File: config.mk
export PLATFORM = sky130hd
export DESIGN_NAME = div_unit
export DESIGN_NICKNAME = d
export VERILOG_FILES = /design/src/rtl/div_unit.sv
export SDC_FILE = /design/constraint.sdc
export NUM_CORES = 1
export LEC_CHECK = 0
export CAP_MARGIN = 20
export CORE_ASPECT_RATIO = 1.2
export CORE_MARGIN = 1
export CORE_UTILIZATION = 52
export CTS_CLUSTER_DIAMETER = 200
export DETAILED_ROUTE_END_ITERATION = 6
export GPL_ROUTABILITY_DRIVEN = 0
export GPL_TIMING_DRIVEN = 1
export PLACE_DENSITY_LB_ADDON = 0.3
export SLEW_MARGIN = 5
export SYNTH_ARGS = -nofsm -noshare
export SYNTH_HDL_FRONTEND = slang
export SYNTH_SLANG_ARGS = --single-unit
File: constraint.sdc
create_clock -name clk_i -period 4.6 [get_ports clk_i]
set_input_delay 0.69 -clock clk_i [delete_from_list [all_inputs] [get_ports clk_i]]
set_output_delay 0.69 -clock clk_i [all_outputs]
set_load 0.01 [all_outputs]
File: src/rtl/div_unit.sv
// ----------------------------------------------------------------------------
// div_unit -- multi-cycle RV32M divider (DIV / DIVU / REM / REMU)
//
// Radix-2 restoring division, one quotient bit per clock. Signed operations
// divide the magnitudes and fix up the result signs on the final iteration.
//
// Timing: the edge that sees start_i in IDLE ("edge 0") latches the operands
// and a pending request. The next edge moves the FSM to CALC, or straight to
// DONE for a zero divisor. CALC then runs WIDTH iterations, so done_o pulses
// after edge WIDTH+1.
//
// Ports
//   clk_i        clock, rising edge
//   rst_i        asynchronous reset, active low
//   start_i      request; operands valid and held while high
//   annul_i      abort the current operation (pipeline flush)
//   signed_i     1 = DIV/REM, 0 = DIVU/REMU
//   dividend_i   op1
//   divisor_i    op2
//   quotient_o   registered quotient, held until the next DONE
//   remainder_o  registered remainder, held until the next DONE
//   done_o       one-cycle result-valid pulse (state DONE, not annulled)
//   busy_o       high while the FSM is in CALC
//
// Build option
//   DIV_EARLY_OUT_EN  when defined, a nonzero divisor whose magnitude exceeds
//                     the dividend magnitude takes the one-cycle path with
//                     q = 0 and r = dividend_i. Results are the same either
//                     way; only the latency changes.
// ----------------------------------------------------------------------------

module div_unit #(
    parameter int unsigned WIDTH     = 32,
    parameter int unsigned CNT_WIDTH = 6
) (
    input  logic             clk_i,
    input  logic             rst_i,
    input  logic             start_i,
    input  logic             annul_i,
    input  logic             signed_i,
    input  logic [WIDTH-1:0] dividend_i,
    input  logic [WIDTH-1:0] divisor_i,
    output logic [WIDTH-1:0] quotient_o,
    output logic [WIDTH-1:0] remainder_o,
    output logic             done_o,
    output logic             busy_o
);

    typedef enum logic [1:0] {
        StIdle,
        StCalc,
        StDone
    } state_e;

    localparam logic [CNT_WIDTH-1:0] LastCnt = CNT_WIDTH'(WIDTH - 1);

    state_e               state_q, state_d;
    logic                 req_q, req_d;          // operands latched, FSM not yet started
    logic [CNT_WIDTH-1:0] cnt_q, cnt_d;
    logic [WIDTH-1:0]     rem_q, rem_d;          // partial remainder
    logic [WIDTH-1:0]     quo_q, quo_d;          // |dividend| shifting out, quotient shifting in
    logic [WIDTH-1:0]     dvs_q, dvs_d;          // |divisor|
    logic [WIDTH-1:0]     raw_q, raw_d;          // untouched dividend for div-by-zero / early out
    logic                 q_neg_q, q_neg_d;
    logic                 r_neg_q, r_neg_d;
    logic [WIDTH-1:0]     quotient_q, quotient_d;
    logic [WIDTH-1:0]     remainder_q, remainder_d;

    // Operand magnitudes; the most negative value maps onto itself, which is
    // the correct unsigned magnitude 2^(WIDTH-1).
    logic             dvd_neg, dvs_neg;
    logic [WIDTH-1:0] dvd_abs, dvs_abs;

    assign dvd_neg = signed_i & dividend_i[WIDTH-1];
    assign dvs_neg = signed_i & divisor_i[WIDTH-1];
    assign dvd_abs = dvd_neg ? ({WIDTH{1'b0}} - dividend_i) : dividend_i;
    assign dvs_abs = dvs_neg ? ({WIDTH{1'b0}} - divisor_i) : divisor_i;

    // One restoring step. rem_q < dvs_q always holds, so a non-negative trial
    // result fits in WIDTH bits and bit WIDTH is a clean borrow flag.
    logic [WIDTH:0]   rem_shift, trial;
    logic             step_ge;
    logic [WIDTH-1:0] rem_next, quo_next;
    logic [WIDTH-1:0] q_fix, r_fix;

    always_comb begin
        rem_shift = {rem_q, quo_q[WIDTH-1]};
        trial     = rem_shift - {1'b0, dvs_q};
        step_ge   = ~trial[WIDTH];
        rem_next  = step_ge ? trial[WIDTH-1:0] : rem_shift[WIDTH-1:0];
        quo_next  = {quo_q[WIDTH-2:0], step_ge};
        q_fix     = q_neg_q ? ({WIDTH{1'b0}} - quo_next) : quo_next;
        r_fix     = r_neg_q ? ({WIDTH{1'b0}} - rem_next) : rem_next;
    end

    always_comb begin
        state_d     = state_q;
        req_d       = req_q;
        cnt_d       = cnt_q;
        rem_d       = rem_q;
        quo_d       = quo_q;
        dvs_d       = dvs_q;
        raw_d       = raw_q;
        q_neg_d     = q_neg_q;
        r_neg_d     = r_neg_q;
        quotient_d  = quotient_q;
        remainder_d = remainder_q;

        unique case (state_q)
            StIdle: begin
                if (annul_i) begin
                    // A flush also drops a request latched but not yet started.
                    req_d = 1'b0;
                end else if (!req_q) begin
                    if (start_i) begin
                        req_d   = 1'b1;
                        rem_d   = '0;
                        quo_d   = dvd_abs;
                        dvs_d   = dvs_abs;
                        raw_d   = dividend_i;
                        q_neg_d = dvd_neg ^ dvs_neg;
                        r_neg_d = dvd_neg;
                    end
                end else begin
                    req_d = 1'b0;
                    if (dvs_q == '0) begin
                        state_d     = StDone;
                        quotient_d  = '1;
                        remainder_d = raw_q;
                    end
`ifdef DIV_EARLY_OUT_EN
                    else if (quo_q < dvs_q) begin
                        state_d     = StDone;
                        quotient_d  = '0;
                        remainder_d = raw_q;
                    end
`endif
                    else begin
                        state_d = StCalc;
                        cnt_d   = '0;
                    end
                end
            end

            StCalc: begin
                if (annul_i) begin
                    state_d = StIdle;
                end else begin
                    rem_d = rem_next;
                    quo_d = quo_next;
                    cnt_d = cnt_q + CNT_WIDTH'(1);
                    if (cnt_q == LastCnt) begin
                        state_d     = StDone;
                        quotient_d  = q_fix;
                        remainder_d = r_fix;
                    end
                end
            end

            StDone: begin
                state_d = StIdle;
            end

            default: begin
                state_d = StIdle;
            end
        endcase
    end

    always_ff @(posedge clk_i or negedge rst_i) begin
        if (!rst_i) begin
            state_q     <= StIdle;
            req_q       <= 1'b0;
            cnt_q       <= '0;
            rem_q       <= '0;
            quo_q       <= '0;
            dvs_q       <= '0;
            raw_q       <= '0;
            q_neg_q     <= 1'b0;
            r_neg_q     <= 1'b0;
            quotient_q  <= '0;
            remainder_q <= '0;
        end else begin
            state_q     <= state_d;
            req_q       <= req_d;
            cnt_q       <= cnt_d;
            rem_q       <= rem_d;
            quo_q       <= quo_d;
            dvs_q       <= dvs_d;
            raw_q       <= raw_d;
            q_neg_q     <= q_neg_d;
            r_neg_q     <= r_neg_d;
            quotient_q  <= quotient_d;
            remainder_q <= remainder_d;
        end
    end

    assign quotient_o  = quotient_q;
    assign remainder_o = remainder_q;
    // A flush in the DONE cycle suppresses the result pulse.
    assign done_o      = (state_q == StDone) && !annul_i;
    assign busy_o      = (state_q == StCalc);

endmodule

# Word level (Yosys, flattened, before mapping)
# Cells that the tools add are included.
[op_classes]
n_addsub = 6
mux = 41
reduce_logical = 10
bitwise = 6
eq_ne = 12
[op_table]
columns = ["op", "count"]
rows = [
  ["two-way mux 32 bit", 23],
  ["case mux 32 bit (2 select lines)", 4],
  ["subtractor 1 x 32 -> 32 bit (first input constant)", 4],
  ["subtractor 33 x 32 -> 33 bit", 1],
  ["logical NOT 32 bit", 1],
  ["two-way mux 6 bit", 4],
  ["!= test 2 bit (second input constant)", 7],
  ["case mux 6 bit (2 select lines)", 1],
  ["two-way mux 2 bit", 5],
  ["AND reduction 5 bit", 2],
  ["adder 6 x 1 -> 6 bit (second input constant)", 1],
  ["== test 6 x 5 -> 1 bit (second input constant)", 1],
  ["AND reduction 6 bit", 1],
  ["case mux 2 bit (2 select lines)", 1],
  ["AND reduction 4 bit", 1],
  ["two-way mux 1 bit", 3],
  ["!= test 3 x 2 -> 1 bit (second input constant)", 1],
  ["inverter 1 bit", 3],
  ["AND reduction 3 bit", 1],
  ["AND 1 bit", 2],
  ["== test 2 x 1 -> 1 bit (second input constant)", 1],
  ["== test 2 bit (second input constant)", 1],
  ["logical NOT 2 bit", 1],
  ["!= test 2 x 1 -> 1 bit (second input constant)", 1],
  ["other kinds (4)", 4],
]
[totals]
regBits = 203
word_cells = 86

# Longest topological paths before layout
[logic_depth]
word_depth = 7
mapped_depth = 25
ltp_nobuf = 23

# Least setup slack after synthesis
# No wires, ideal clock.
[synth_path]
path_type = "register to register"
startpoint = "register quo_q[31]"
endpoint = "register remainder_q[30], in the netlist remainder_o[30]"
path_buffers = 2
setup_slack_ps = -192
required_ps = 4476
arrival_time_ps = 4668
stages_incl_launch_ff = 25
cell_sequence = "dfrtp_1 -> inv_1 -> ha_1 -> inv_1 -> fa_1 -> a21oi_1 -> nor2_1 -> o211ai_1 -> a31oi_1 -> or3_1 -> o21a_2 -> inv_1 -> buf_6 -> clkbuf_1 -> nor2_1 -> a21oi_1 -> ha_1 -> inv_1 -> nor4_1 -> and3_2 -> a31oi_2 -> a211o_1 -> o41ai_2 -> xnor2_1 -> o21ai_1"
[synth_via]
elab_chain_len = 7
[synth_lines]
columns = ["element", "line_no", "rtl"]
rows = [
  ["from (decl)", "61", "logic [WIDTH-1:0] quo_q, quo_d;"],
  ["from (signal assigned)", "188", "quo_q <= quo_d;"],
  ["subtractor 33 x 32 -> 33 bit", "88", "trial = rem_shift - {1'b0, dvs_q};"],
  ["two-way mux 32 bit (*)", "90", "rem_next = step_ge ? trial[WIDTH-1:0] : rem_shift[WIDTH-1:0];"],
  ["subtractor 1 x 32 -> 32 bit", "93", "r_fix = r_neg_q ? ({WIDTH{1'b0}} - rem_next) : rem_next;"],
  ["two-way mux 32 bit (*)", "93", ""],
  ["two-way mux 32 bit (*)", "152", "if (cnt_q == LastCnt) begin"],
  ["two-way mux 32 bit (*)", "146", "if (annul_i) begin"],
  ["case mux 32 bit (2 select lines) (*)", "109", "unique case (state_q)"],
  ["to (signal assigned)", "194", "remainder_q <= remainder_d;"],
  ["to (decl)", "67", "logic [WIDTH-1:0] remainder_q, remainder_d;"],
]
# Every way passes the cells marked *; elsewhere a longest branch is shown, timed or not. The select of a mux whose other input is x is not followed.
# A chain may end at the register's enable or synchronous reset.

# Final worst setup path
# Ends and elaborated chain as after synthesis.

==> reports/metrics.yaml <==
pwr:
  ir_drop_v: 0.000275
  p_per_area_nw_per_um2: 489
  total_power_mw: 7.82
  p_leak_nw: 6.96
clock_network:
  cts_tree: "yes"
  cts_root_buffer: "clkbuf_16"
  cts_sinks: 203
  path_clk_slew_ns: 0.07
  cts_hold_buf: 0
  numCtsBuffers: 22
  clk_path_buf_depth: 3
  h-tree-depth: 1
  clk_latency_ns: 0.51
setup_path:
  ff2ff_path_depth: 21
  crit_path_max_fanout: 7
  crit_path_start_kind: "register"
  cp.required_ns: 4.99
  cp.arrival_ns: 4.83
  crit_end: "remainder_o[30]$_DFFE_PN0P_"
  r2r_setup_slack_ns: 0.16
  critical_path_class: "register to register"
  endpoint_kind: "register"
  critical_path.startpoint: "quo_q[31]$_DFFE_PN0P_"
  worstReg2RegEnd: "remainder_o[30]$_DFFE_PN0P_"
  r2r_start: "quo_q[31]$_DFFE_PN0P_"
timing:
  skew_ns: 0.0180
  holdWs_ns: 0.202
  timing.final.crit_share_pct: 96.5
  worstMarginPinSlew_ns: 0.972
  final_max_slew_viol_count: 0
  setup_viol: 0
  layout_setup_ws_ns: 0.161
  min_period_ns: 4.44
  rsz0062_at_grt: "true"
  worst_slew_margin_rel_pct: 35.0
  finalHoldViolations: 0
  max_freq_mhz: 225
floorplan:
  die_area_sq_um: 26600
  die_w_microns: 149
  start_util_pct: 52.9
  dieHeight_microns: 179
  core_area_sq_um: 25500
  core.rowCount: 64
  io_pins: 135
status:
  status: "finished clean"
drt:
  vias: 12500
  vias_per_cell: 5.85
  routed_wl_microns: 36100
  final_antenna_net_count: 0
  drcViolationCount: 0
  wire_per_inst_microns: 17.0
  drt_iter0_markers: 834
  first_pass_iters: 5
placement:
  placedCellCount: 2081
  dp_hpwl_microns: 26700
  port_buffers: 134
  post-place-ws_ns: -0.142
yosys:
  ys_ff_latch: 203
  syn_nets: 1778
  post_synth.cell_area_avg_sq_um: 8.09
  synth_cells: 1671
  synth_edf_count: 0
  synth-async-reset-ratio_pct: 100
  ys_warn_count: 0
  ys_types: 86
  synth-main-ff-cell: "dfrtp_1"
  synth_area_sq_um: 13500
  ys_seq_area_share_pct: 37.6
grt:
  grt_pass1_wl_microns: 58700
  overflow: 0
  grt_max_degree: 96
  antenna_found_initial: 0
  grt_pass1_vias: 11900
  grt_usage_pct: 27.3
cells_and_area:
  nNetsFinal: 1889
  areaGrowthSynthToFinish_pct: 18.4
  final_cells: 2128
  drive_gt1_share_pct: 7.84
  seq_area_sq_um: 5080
  n_fill_cell: 2213
  antenna_cells: 0
  multiInputGateArea_sq_um: 7910
worst_hold_path:
  hold_path_class: "input port to asynchronous set/reset pin"
flow_run:
  cap_viol_max_count: 0
## layout make-up
cell class	instances	area share [%]
Clock buffer	32	4.12
Clock inverter	8	0.297
Inverter	52	1.24
Multi-Input combinational cell	1326	49.4
Sequential cell	203	31.8
Tap cell	330	2.58
Timing Repair Buffer	177	10.6
## cell usage in the layout, fill, tap and decap left out, types with 8 or more instances in the layout
cell type / n
clkdlybuf4s50_1: 133
dfrtp_1: 203
nor3_1: 35
xnor2_1: 50
o31ai_1: 26
and3_1: 18
nand2_1: 280
a211oi_1: 8
mux2i_1: 20
xor2_1: 86
nand4_1: 9
o41ai_1: 8
o211ai_1: 8
o21ai_0: 180
a21o_1: 17
nor2_1: 151
o21ai_1: 15
nor4_1: 20
nand2b_1: 14
or3_1: 22
ha_1: 34
o21a_1: 8
buf_4: 40
a31oi_1: 22
inv_1: 47
or4_1: 11
a21oi_1: 155
clkbuf_16: 23
nand3_1: 15
## synthesized netlist by cell type (4+ instances only)
| cell type | count | area, sq um |
|---|---|---|
| clkbuf_1 | 68 | 255 |
| o211ai_1 | 8 | 60.1 |
| xnor2_1 | 50 | 438 |
| a31oi_1 | 22 | 138 |
| ha_1 | 37 | 463 |
| a211o_1 | 4 | 35.0 |
| nand2_1 | 281 | 1050 |
| a21oi_1 | 157 | 786 |
| a21o_1 | 17 | 128 |
| and2_2 | 4 | 30.0 |
| o21a_1 | 8 | 60.1 |
| or3_1 | 22 | 138 |
| mux2i_1 | 21 | 210 |
| and2_1 | 4 | 25.0 |
| nand3_1 | 16 | 80.1 |
| o41ai_1 | 8 | 70.1 |
| dfrtp_1 | 203 | 5080 |
| nand2b_1 | 14 | 87.6 |
| buf_2 | 7 | 35.0 |
| nor2_1 | 153 | 574 |
| nor3_1 | 35 | 175 |
| or4_1 | 12 | 90.1 |
| nor4_1 | 23 | 144 |
| buf_6 | 5 | 56.3 |
| and3_1 | 18 | 113 |
| a211oi_1 | 8 | 60.1 |
| o31ai_1 | 26 | 195 |
| nand4_1 | 9 | 56.3 |
| mux2_2 | 4 | 45.0 |
| nor3b_1 | 5 | 37.5 |
| clkbuf_8 | 4 | 55.1 |
| inv_1 | 52 | 195 |
| o21ai_1 | 15 | 75.1 |
| nor2b_1 | 5 | 31.3 |
| o21ai_0 | 181 | 906 |
| a22o_1 | 6 | 52.6 |
| xor2_1 | 86 | 753 |
## per-layer routing
metal	routed length (microns)	up-vias	GRT usage (%)
li1	-	6083	-
met1	15200	5882	34.9
met4	962	0	8.72
met2	17800	426	48.4
met3	2060	64	2.61
met5	0	-	0
## logic make-up (layout without fill, tap and decap cells)
logic type               after synthesis  count (layout)  share of synthesized area, %
AND/OR/NAND/NOR                      632             632                          21.7
buffers and inverters                142             269                          4.69
flip-flops                           203             203                          37.6
AO/OA/AOI/OAI                        495             495                          21.8
XOR/XNOR                             136             136                          8.82
multiplexers                          25              25                          1.89
adder cells (fa/ha/maj)               38              38                          3.57
## critical path, stage by stage (launching register included)
cell and delay [ns]:
dfrtp_1 0.41, inv_2 0.09, ha_4 0.13, inv_2 0.03
fa_2 0.34, a21oi_2 0.17, nor2_2 0.07, o211ai_1 0.25
a31oi_1 0.13, or3_1 0.32, o21a_2 0.25, inv_4 0.10
mux2i_2 0.24, ha_2 0.22, nand3_2 0.08, nor4_4 0.18
nor3b_4 0.29, a31oi_4 0.16, a211o_1 0.36, o41ai_2 0.25
xnor2_1 0.16, o21ai_1 0.07
## sequential cells by signal (all words and copies together) (netlist names)
name,flops
quotient_o,32
cnt_q,6
req_q,1
r_neg_q,1
remainder_o,32
dvs_q,32
raw_q,32
quo_q,32
rem_q,32
q_neg_q,1
state_q,2
## where the power goes
group / switching [mW] / leakage [nW] / internal (mW)
Sequential: 0.462 / 2.68 / 2.22
Clock: 0.733 / 0.344 / 0.995
Combinational: 2.08 / 3.93 / 1.33
## metrics by stage
| step | cell area (sq um) | setup TNS (ns) | util [%] |
|---|---|---|---|
| 2_1_floorplan | 13500 | 0 | - |
| 3_3_place_gp | 15100 | 0 | 59.3 |
| 3_5_place_dp | 15100 | -0.188 | 59.3 |
| 4_1_cts | 15900 | 0 | 62.1 |
| 5_1_grt | 16000 | -0.00646 | 62.6 |
| 6_report | 16000 | 0 | 62.6 |
## worst min-delay path by stage
stage | end | slack (ns) | depth (start not counted)
4_1_cts | quotient_o[4]$_DFFE_PN0P_ | 0.25 | 1
3_5_place_dp | raw_q[29]$_DFFE_PN0P_ | 0.46 | 2
6_report | quotient_o[6]$_DFFE_PN0P_ | 0.20 | 1
2_1_floorplan | cnt_q[0]$_DFFE_PN0P_ | 0.39 | 0
5_1_grt | quotient_o[6]$_DFFE_PN0P_ | 0.28 | 1
3_3_place_gp | raw_q[29]$_DFFE_PN0P_ | 0.46 | 2
## what timing repair did
action / in CTS / in global routing
endpoints found under the hold margin: 0 / 0
resized for setup: 3 / 18
buffers inserted: 1 / 6
endpoints found under the setup margin: 2 / 12
pin swaps: 0 / 5
No activity file was read; power rests on OpenSTA's default activity.
